[config.mk]
export PLATFORM = sky130hd
export DESIGN_NAME = program_counter_unit
export DESIGN_NICKNAME = d
export VERILOG_FILES = /design/src/rtl/program_counter_unit.sv
export SDC_FILE = /design/constraint.sdc
export NUM_CORES = 1
export LEC_CHECK = 0
export CORE_ASPECT_RATIO = 1.75
export CORE_MARGIN = 4
export CORE_UTILIZATION = 46
export DETAILED_ROUTE_END_ITERATION = 6
export PLACE_DENSITY = 0.8
export SLEW_MARGIN = 30
export SYNTH_ARGS = -nofsm -noshare
export SYNTH_HDL_FRONTEND = slang
export SYNTH_SLANG_ARGS = --single-unit
[constraint.sdc]
create_clock -name CLK -period 2.3 [get_ports CLK]
set_clock_uncertainty 0.2 [all_clocks]
set_input_delay 0.69 -clock CLK [delete_from_list [all_inputs] [get_ports CLK]]
set_output_delay 0.69 -clock CLK [all_outputs]
set_load 0.02 [all_outputs]
[src/rtl/program_counter_unit.sv]
// Program counter stage: advances, branches or halts the PC once per instruction using phase strobes.
// Optional feature macro: PC_LINK_EN adds a LINK output holding the return address of the last taken jump.
module program_counter_unit #(
  parameter int               WIDTH        = 16,
  parameter logic [WIDTH-1:0] RESET_VECTOR = '0,
  parameter int               INC          = 2
) (
  input  logic             CLK,
  input  logic             RESET,
  input  logic             FETCH,
  input  logic             DECODE,
  input  logic             EXECUTE,
  input  logic             COMMIT,
  input  logic             PC_EN,
  input  logic             JRX,
  input  logic             JMP_X,
  input  logic             CC_APPLYX,
  input  logic             CC_INVERTX,
  input  logic [1:0]       CC_SELECTX,
  input  logic [3:0]       FLAGS,
  input  logic [WIDTH-1:0] ALU_R,
  input  logic             WAKE,
  output logic [WIDTH-1:0] PC_A,
  output logic [WIDTH-1:0] PC_NEXT,
  output logic             TAKEN,
`ifdef PC_LINK_EN
  output logic [WIDTH-1:0] LINK,
`endif
  output logic             HALTED
);

  // Phase strobes are single-cycle qualifiers with no back-pressure: a strobe high at a rising
  // edge is consumed on that edge. Overlaps resolve COMMIT > EXECUTE > DECODE > FETCH.
  typedef enum logic {
    ST_RUN    = 1'b0,
    ST_HALTED = 1'b1
  } state_e;

  state_e           state_q, state_d;
  logic [WIDTH-1:0] pc_a_q, pc_a_d;
  logic [WIDTH-1:0] pc_next_q, pc_next_d;
  logic [WIDTH-1:0] target_q, target_d;
  logic             taken_q, taken_d;
  logic             cond;
  logic [WIDTH-1:0] target_raw;
`ifdef PC_LINK_EN
  logic [WIDTH-1:0] link_q, link_d;
`endif

  always_ff @(posedge CLK or negedge RESET) begin
    if (!RESET) begin
      state_q   <= ST_RUN;
      pc_a_q    <= RESET_VECTOR;
      pc_next_q <= RESET_VECTOR + WIDTH'(INC);
      target_q  <= '0;
      taken_q   <= 1'b0;
`ifdef PC_LINK_EN
      link_q    <= '0;
`endif
    end else begin
      state_q   <= state_d;
      pc_a_q    <= pc_a_d;
      pc_next_q <= pc_next_d;
      target_q  <= target_d;
      taken_q   <= taken_d;
`ifdef PC_LINK_EN
      link_q    <= link_d;
`endif
    end
  end

  always_comb begin
    state_d   = state_q;
    pc_a_d    = pc_a_q;
    pc_next_d = pc_next_q;
    target_d  = target_q;
    taken_d   = taken_q;
`ifdef PC_LINK_EN
    link_d    = link_q;
`endif
    cond       = FLAGS[CC_SELECTX] ^ CC_INVERTX;
    target_raw = JRX ? (pc_next_q + ALU_R) : ALU_R;

    case (state_q)
      ST_RUN: begin
        if (COMMIT) begin
          if (!PC_EN) begin
            // HALT: PC_A keeps pointing at the halt instruction until WAKE
            state_d = ST_HALTED;
          end else begin
            pc_a_d = taken_q ? target_q : pc_next_q;
`ifdef PC_LINK_EN
            if (taken_q) link_d = pc_next_q;
`endif
          end
        end else if (EXECUTE) begin
          taken_d  = JMP_X | (CC_APPLYX & cond);
          target_d = {target_raw[WIDTH-1:1], 1'b0};
        end else if (FETCH && !DECODE) begin
          pc_next_d = pc_a_q + WIDTH'(INC);
          taken_d   = 1'b0;
        end
      end
      ST_HALTED: begin
        if (WAKE) begin
          state_d = ST_RUN;
          pc_a_d  = pc_next_q;
        end
      end
      default: state_d = ST_RUN;
    endcase
  end

  assign PC_A    = pc_a_q;
  assign PC_NEXT = pc_next_q;
  assign TAKEN   = taken_q;
  assign HALTED  = (state_q == ST_HALTED);
`ifdef PC_LINK_EN
  assign LINK    = link_q;
`endif

endmodule

**After elaboration in Yosys (flattened, before gate mapping)**

Cells that the tools add are included.

- Logic and storage cells: 38
- Output and inout port bits: 34
- Input bits: 34
- Register bits after elaboration: 49

- Bitwise operators: 6
- Equality and inequality tests: 3
- Add/subtract/negate cells: 2
- Reductions and logical operators: 7
- Muxes and demuxes: 14
- $lt $le $gt $ge: 1

Operators with widths:

| kind | count |
|---|---|
| 2-to-1 mux 16 bit | 5 |
| case mux 16 bit (2 select lines) | 1 |
| adder 16 bit | 1 |
| adder 16 x 2 -> 16 bit, second input constant | 1 |
| AND reduction 3 bit | 3 |
| 2-to-1 mux 1 bit | 6 |
| inequality test 2 bit, second input constant | 3 |
| AND reduction 4 bit | 1 |
| less-than comparator 2 x 3 -> 1 bit, second input constant | 1 |
| inverter 1 bit | 3 |
| binary-select mux 1 bit (select 2 bit) | 1 |
| case mux 1 bit (2 select lines) | 1 |
| nonzero test 2 bit | 1 |
| AND 1 bit | 1 |
| logical AND 1 bit | 1 |
| logical NOT 1 bit | 1 |
| OR 1 bit | 1 |
| XOR 1 bit | 1 |

**Logic depth before layout (Yosys ltp)**

Gate-level depths: netlist (run 1).

- Depth after elaboration: 6
- Depth in mapped cells: 8
- Gate-level depth less buffers: 8

**Least setup slack after synthesis (run 1)**

No wires, ideal clock.

- Path type: input port to flip-flop
- From: input port ALU_R[0]
- To: register target_q[14]
- Data required time: 2035 ps
- Path buffers: 0
- Library setup time: 65 ps
- Stages on the path: 8
- Data arrival time: 2258 ps
- Path slack: -223 ps
- Path through: and2_1 -> fa_1 -> a211oi_1 -> o21bai_1 -> a21oi_1 -> o31ai_1 -> mux2_2 -> nand2_1

- Longest elaborated chain between the ends: 2

RTL lines:

| element | line | RTL |
|---|---|---|
| start, declared | 21 | `input logic [WIDTH-1:0] ALU_R,` |
| adder 16 bit | 82 | `target_raw = JRX ? (pc_next_q + ALU_R) : ALU_R;` |
| 2-to-1 mux 16 bit | 82 |  |
| end signal, assigned | 64 | `target_q <= target_d;` |
| end, declared | 42 | `logic [WIDTH-1:0] target_q, target_d;` |

No other way between the ends.
A chain may end at the register's enable or synchronous reset.

**Final worst setup path (run 1)**

- From: input port ALU_R[5]
- To: register target_q[8]

The elaborated chain is that of the path after synthesis.

==> metrics.csv, run 1 <==
metric;value;unit
ant_nets;0;
setup-violations-final;6;
fin_crit;2470;ps
crit_path_start_kind;input pin;
port_buffers;67;
pwr-share-clk;0.153;
clk_pin_slew;70;ps
leakagePower;2.12;nW
syn_inst;356;
p_int;0.00329;W
hold_viol;0;
rsz0062_at_grt;true;
nNetsFinal;517;
cp.arrival;2430;ps
yosys.area_share.simple;0.172;
grt_pass1_vias;3271;
violations;negative setup slack;
synthMuxAreaShare;0.0914;
crit_path_max_fanout;5;
synthXorXnorAreaFrac;0.0668;
synthesis.nets;406;
yosys_warnings;0;
clk_latency;290;ps
crit_family;compound AO/OA/AOI/OAI gates;
syn-cell-area;3150;um2
clock-sinks;49;
grt_antenna_before_repair;0;
drt_iter0_markers;186;
path_cells;dlygate4sd2_1, ha_4, nor2_1, o21ai_0, nand2_1, xnor2_1, mux2i_1, o21ai_1;
grt_pass1_wl;15.5;mm
synth.distinct_cells;45;
power_frac_seq;0.291;
p_per_area;1180;nW/um2
dieHeight;117;um
die_area;8280;um2
routedWlPerCell;17.7;um
max_slew_margin;0.618;
yosysSeqAreaShare;0.390;
max_freq;404;MHz
ios;68;
dp_hpwl;7.09;mm
power.switching;0.00234;W
cp.depth;8;
cts_made_buffers;5;
place_inst;539;
core-area;6590;um2
synth.avg_cell_area;8.84;um2
syn2layout_area_growth;51.3;%
synth_edf_count;0;
rows;39;
clock-root-buffer;clkbuf_16;
final-seq-area;1230;um2
grt_overflow;0;
drive_above_1_share;0.256;
slowest_stage;o21ai_0;
grt_start_max_net_pins;33;
async_flop_share;1.00;
start_util;0.478;
final_common_cell;buf_4;
instances_no_fill;550;
cts.path.max_buffers;2;
path_buf_inv;1;
comb_power_share;0.557;
synth-main-ff-cell;dfrtp_1;
gp_congestion;0.929;
antennaDiodeCount;0;
cap_violations;0;
cp-end-kind;flip-flop;
grtUsageTotal;0.230;
post-route-period-util;1.08;
min_path_type;in2async;
synth-seq-cells;49;
setup-tns-final;-439;ps
synth_top_family_by_area;compound AO/OA/AOI/OAI gates;
dr.pass1.iters;5;
die_x;70.5;um
crit_path_max_incr_delay;460;ps
wirelength;9.75;mm
yosys.area_share.adder;0.0660;
multiInputGateArea;2130;um2
synth-compound-area-share;0.181;
r2r_cells;8;
drc_errors;0;
h-tree-depth;2;
fin_ws;-173;ps
fill_cells;485;
worst_pin_slew;567;ps
p_sw_frac;0.415;
num_vias;3140;
cts_tree;done;
slew_viol_final;0;
via_per_inst;5.71;
ir_worst_vdd;0.547;mV
required;2260;ps
mostFrequentLayoutCells;54 x buf_4, 48 x dfrtp_1, 45 x nand2_1;
critical_path_class;in2reg;
status;finished with violations;
## state kept, by name (all words and copies together), names as in the netlist
register / flops
HALTED: 1
PC_A: 16
PC_NEXT: 16
TAKEN: 1
target_q: 15
## power groups by stage
stage | sequential [W] | clock, W | combinational [W]
5_1_grt | 0.00168 | 0.000904 | 0.00338
4_1_cts | 0.00163 | 0.000865 | 0.00296
6_report | 0.00164 | 0.000859 | 0.00314
3_3_place_gp | 0.00159 | 0 | 0.00276
2_1_floorplan | 0.00179 | 0 | 0.00136
3_5_place_dp | 0.00161 | 0 | 0.00283
## worst register-to-register path, cell delays in order, from the launching register on
cell and delay [ps]:
dfrtp_1 400, and2_4 170, fa_2 380, a211oi_4 270, o211ai_1 240, nand2_1 200
xnor2_1 140, mux2i_1 100, o21ai_1 140
## metal layers
metal,GRT usage,share of wire
met4,0.111,0.041
met5,0,0
met1,0.263,0.37
met3,0.0180,0.040
met2,0.420,0.54
## repair_timing
action | 4_1_cts | 5_1_grt
pin swaps | 25 | 22
resized for setup | 60 | 31
buffers inserted | 2 | 1
hold buffers | 0 | 0
setup endpoints to repair | 20 | 21
endpoints found under the hold margin | 0 | 0
## cells by family after synthesis
kind of cell,Yosys count
AND/OR/NAND/NOR,118
AO/OA/AOI/OAI,97
flip-flops,49
multiplexers,27
buffers and inverters,25
XOR/XNOR,24
adder cells (fa/ha/maj),16
## final cells by class
class | instances | area share
repair buffers | 122 | 0.230
inverters | 7 | 0.00552
multi-input cells | 282 | 0.448
clock buffers | 6 | 0.0292
well taps | 82 | 0.0215
flip-flops and latches | 49 | 0.258
clock inverters | 2 | 0.00788
## Yosys cell counts, types with 4 or more instances
| cell | count | area [um2] |
|---|---|---|
| ha_1 | 15 | 188 |
| mux2i_1 | 22 | 220 |
| nand2_1 | 46 | 173 |
| mux2_2 | 4 | 45.0 |
| o21bai_1 | 4 | 30.0 |
| a21o_1 | 6 | 45.0 |
| inv_1 | 7 | 26.3 |
| clkbuf_1 | 9 | 33.8 |
| nand3_1 | 15 | 75.1 |
| nor2_1 | 30 | 113 |
| o21ai_0 | 35 | 175 |
| dfrtp_1 | 48 | 1200 |
| xnor2_1 | 14 | 123 |
| xor2_1 | 10 | 87.6 |
| nor3b_1 | 6 | 45.0 |
| a21oi_1 | 38 | 190 |
| buf_2 | 7 | 35.0 |
| nand4_1 | 5 | 31.3 |
## stage by stage
step	setup slack, ps	util	total power, W	hold WS [ps]	instance area, um2
after floorplan	-32.3	-	0.00314	194	3230
after global placement	-617	0.659	0.00435	269	4340
after detailed placement	-698	0.659	0.00444	276	4340
after CTS	-38.1	0.707	0.00545	157	4660
after global routing	-228	0.723	0.00596	177	4760
final	-173	0.723	0.00563	139	4760
## path summary, 6_finish.rpt
kind | end | from | slack [ps]
min in group CLK | target_q[5]$_DFFE_PN0P_ | target_q[5]$_DFFE_PN0P_ | 290
worst max register to register | target_q[8]$_DFFE_PN0P_ | PC_NEXT[0]$_DFFE_PN0P_ | -30
max in group asynchronous | PC_A[13]$_DFFE_PN0P_ | RESET | 1150
worst max-delay path | target_q[8]$_DFFE_PN0P_ | ALU_R[5] | -170
worst min register to register | target_q[5]$_DFFE_PN0P_ | target_q[5]$_DFFE_PN0P_ | 290
worst min-delay path | PC_NEXT[0]$_DFFE_PN0P_ | RESET | 140
Power figures use the tool's default switching activity.
==> inputs of run 2 (changes only) <==
--- a/config.mk
+++ b/config.mk
@@ -10,6 +10,7 @@
 export CORE_UTILIZATION = 46
 export DETAILED_ROUTE_END_ITERATION = 6
 export PLACE_DENSITY = 0.8
+export REMOVE_ABC_BUFFERS = 1
 export SLEW_MARGIN = 30
 export SYNTH_ARGS = -nofsm -noshare
 export SYNTH_HDL_FRONTEND = slang
==> run 2 against run 1 <==
Compared with the run above: the run still ends with negative setup slack left; register-to-register slack better by 20 ps; global-route usage decreased by 0.26 points; final cell count stayed put; clock power grew 10%; sequential cell count stayed put; maximum frequency is 4.0% higher; utilization up 0.65 points; sequential power decreased by 4%; sequential share of layout area shrank 0.23 points; combinational power is essentially flat; non-clock buffer count did not move; critical path type unchanged; highest routed layer unchanged.
==> metrics.csv, run 2 (synthesis results as in run 1) <==
metric;value;unit;change
clock-sinks;49;;unchanged
syn2layout_area_growth;52.7;%;
dr.pass1.iters;6;;+1
antennaDiodeCount;0;;unchanged
crit_family;compound AO/OA/AOI/OAI gates;;
gp_congestion;0.929;;about the same
required;2330;ps;+70 ps
drive_above_1_share;0.256;;unchanged
via_per_inst;5.64;;-1.2%
place_ws;-781;ps;-82.2 ps
cts.path.max_buffers;2;;unchanged
dieHeight;117;um;unchanged
port_buffers;67;;unchanged
clock-root-buffer;clkbuf_16;;
power.switching;0.00227;W;-3.0%
final_common_cell;buf_4;;
p_per_area;1180;nW/um2;about the same
grt_start_max_net_pins;33;;unchanged
comb_power_share;0.554;;-0.003
crit_path_max_incr_delay;410;ps;-50 ps
slowest_stage;fa_2;;
grt_pass1_vias;3235;;-1.1%
clk_pin_slew;60;ps;about the same
die_area;8280;um2;unchanged
leakagePower;2.15;nW;+1.5%
min_path_type;in2async;;
cts_made_buffers;5;;unchanged
cp.arrival;2410;ps;-20 ps
path_cells;buf_6, and2_4, fa_2, a211oi_4, o21bai_1, a21oi_1, buf_4, o31ai_4, mux2_4, nand2_2;;
crit_start;ALU_R[0];;
ir_worst_vdd;0.627;mV;+15%
setup-violations-final;3;;-3
mostFrequentLayoutCells;51 x buf_4, 48 x dfrtp_1, 45 x nand2_1;;
crit_path_start_kind;input pin;;
max_slew_margin;0.616;;-0.00164
path_buf_inv;2;;+1
ios;68;;unchanged
dp_hpwl;6.86;mm;-3.2%
post-route-period-util;1.03;;-0.0416
crit_path_max_fanout;2;;-3
grt_pass1_wl;15.2;mm;-1.9%
pwr-share-clk;0.167;;+0.014
cap_violations;0;;unchanged
cp-end-kind;flip-flop;;
start_util;0.478;;unchanged
violations;negative setup slack;;
grtUsageTotal;0.227;;-0.00259
timing.rr.start;PC_NEXT[0]$_DFFE_PN0P_;;
ant_nets;0;;unchanged
core-area;6590;um2;unchanged
grt_antenna_before_repair;0;;unchanged
status;finished with violations;;
rsz0062_at_grt;true;;
max_freq;421;MHz;+4.0%
h-tree-depth;2;;unchanged
wirelength;9.39;mm;-3.7%
rows;39;;unchanged
critical_path_class;in2reg;;
clk_latency;290;ps;about the same
hold_viol;0;;unchanged
p_sw_frac;0.399;;-0.0165
slew_viol_final;0;;unchanged
num_vias;3103;;-1.2%
fin_crit;2380;ps;-95.7 ps
worst_pin_slew;576;ps;+8.45 ps
die_x;70.5;um;unchanged
fin_util;0.730;;+0.00646
grt_overflow;0;;unchanged
routedWlPerCell;17.1;um;-3.7%
drc_errors;0;;unchanged
p_int;0.00342;W;+3.8%
power_frac_seq;0.279;;-0.012
cts_tree;done;;
drt_iter0_markers;162;;-13%
nNetsFinal;517;;unchanged
fin_ws;-77.1;ps;+95.7 ps
run 2: power groups by stage:
stage | clock [W] | combinational, W | sequential (W)
finish | 0.000949 | 0.00315 | 0.00158
detailed placement | 0 | 0.00272 | 0.00156
CTS | 0.000968 | 0.00300 | 0.00158
global placement | 0 | 0.00268 | 0.00154
floorplan | 0 | 0.00125 | 0.00177
global route | 0.00100 | 0.00343 | 0.00163
run 2: routing by layer:
metal | share of wire | GRT usage
met1 | 0.37 | 0.243
met3 | 0.032 | 0.0317
met4 | 0.049 | 0.124
met5 | 0 | 0
met2 | 0.55 | 0.417
run 2: worst paths after layout:
path | end | slack, ps | cells after the start
worst max register to register | target_q[14]$_DFFE_PN0P_ | -10 | 9
max in group asynchronous | PC_A[11]$_DFFE_PN0P_ | 1170 | 2
worst min-delay path | PC_A[2]$_DFFE_PN0P_ | 190 | 1
worst min register to register | target_q[8]$_DFFE_PN0P_ | 290 | 2
min in group CLK | target_q[8]$_DFFE_PN0P_ | 290 | 2
worst max-delay path | target_q[14]$_DFFE_PN0P_ | -80 | 10
run 2: through the flow:
| stage | total power, W | cells | TNS, ps | hold slack, ps | cell area, um2 |
|---|---|---|---|---|---|
| 2_1_floorplan | 0.00302 | 338 | -5430 | 194 | 3070 |
| 3_3_place_gp | 0.00422 | 532 | -10280 | 266 | 4220 |
| 3_5_place_dp | 0.00428 | 532 | -11320 | 272 | 4220 |
| 4_1_cts | 0.00555 | 547 | -70.6 | 200 | 4680 |
| 5_1_grt | 0.00606 | 550 | -496 | 220 | 4810 |
| 6_report | 0.00569 | 550 | -108 | 193 | 4810 |
run 2: final cells by class:
cell class	count	area, um2
repair buffers	122	1110
flip-flops and latches	49	1230
well taps	82	103
fillers	494	1780
clock inverters	3	65.1
inverters	7	26.3
multi-input cells	282	2150
clock buffers	5	125
run 2: what timing repair did:
item | in CTS | in global routing
hold buffers | 0 | 0
setup buffers | 7 | 3
hold endpoints to repair | 0 | 0
gates resized for setup | 69 | 43
pin swaps | 29 | 29
endpoints found under the setup margin | 15 | 24
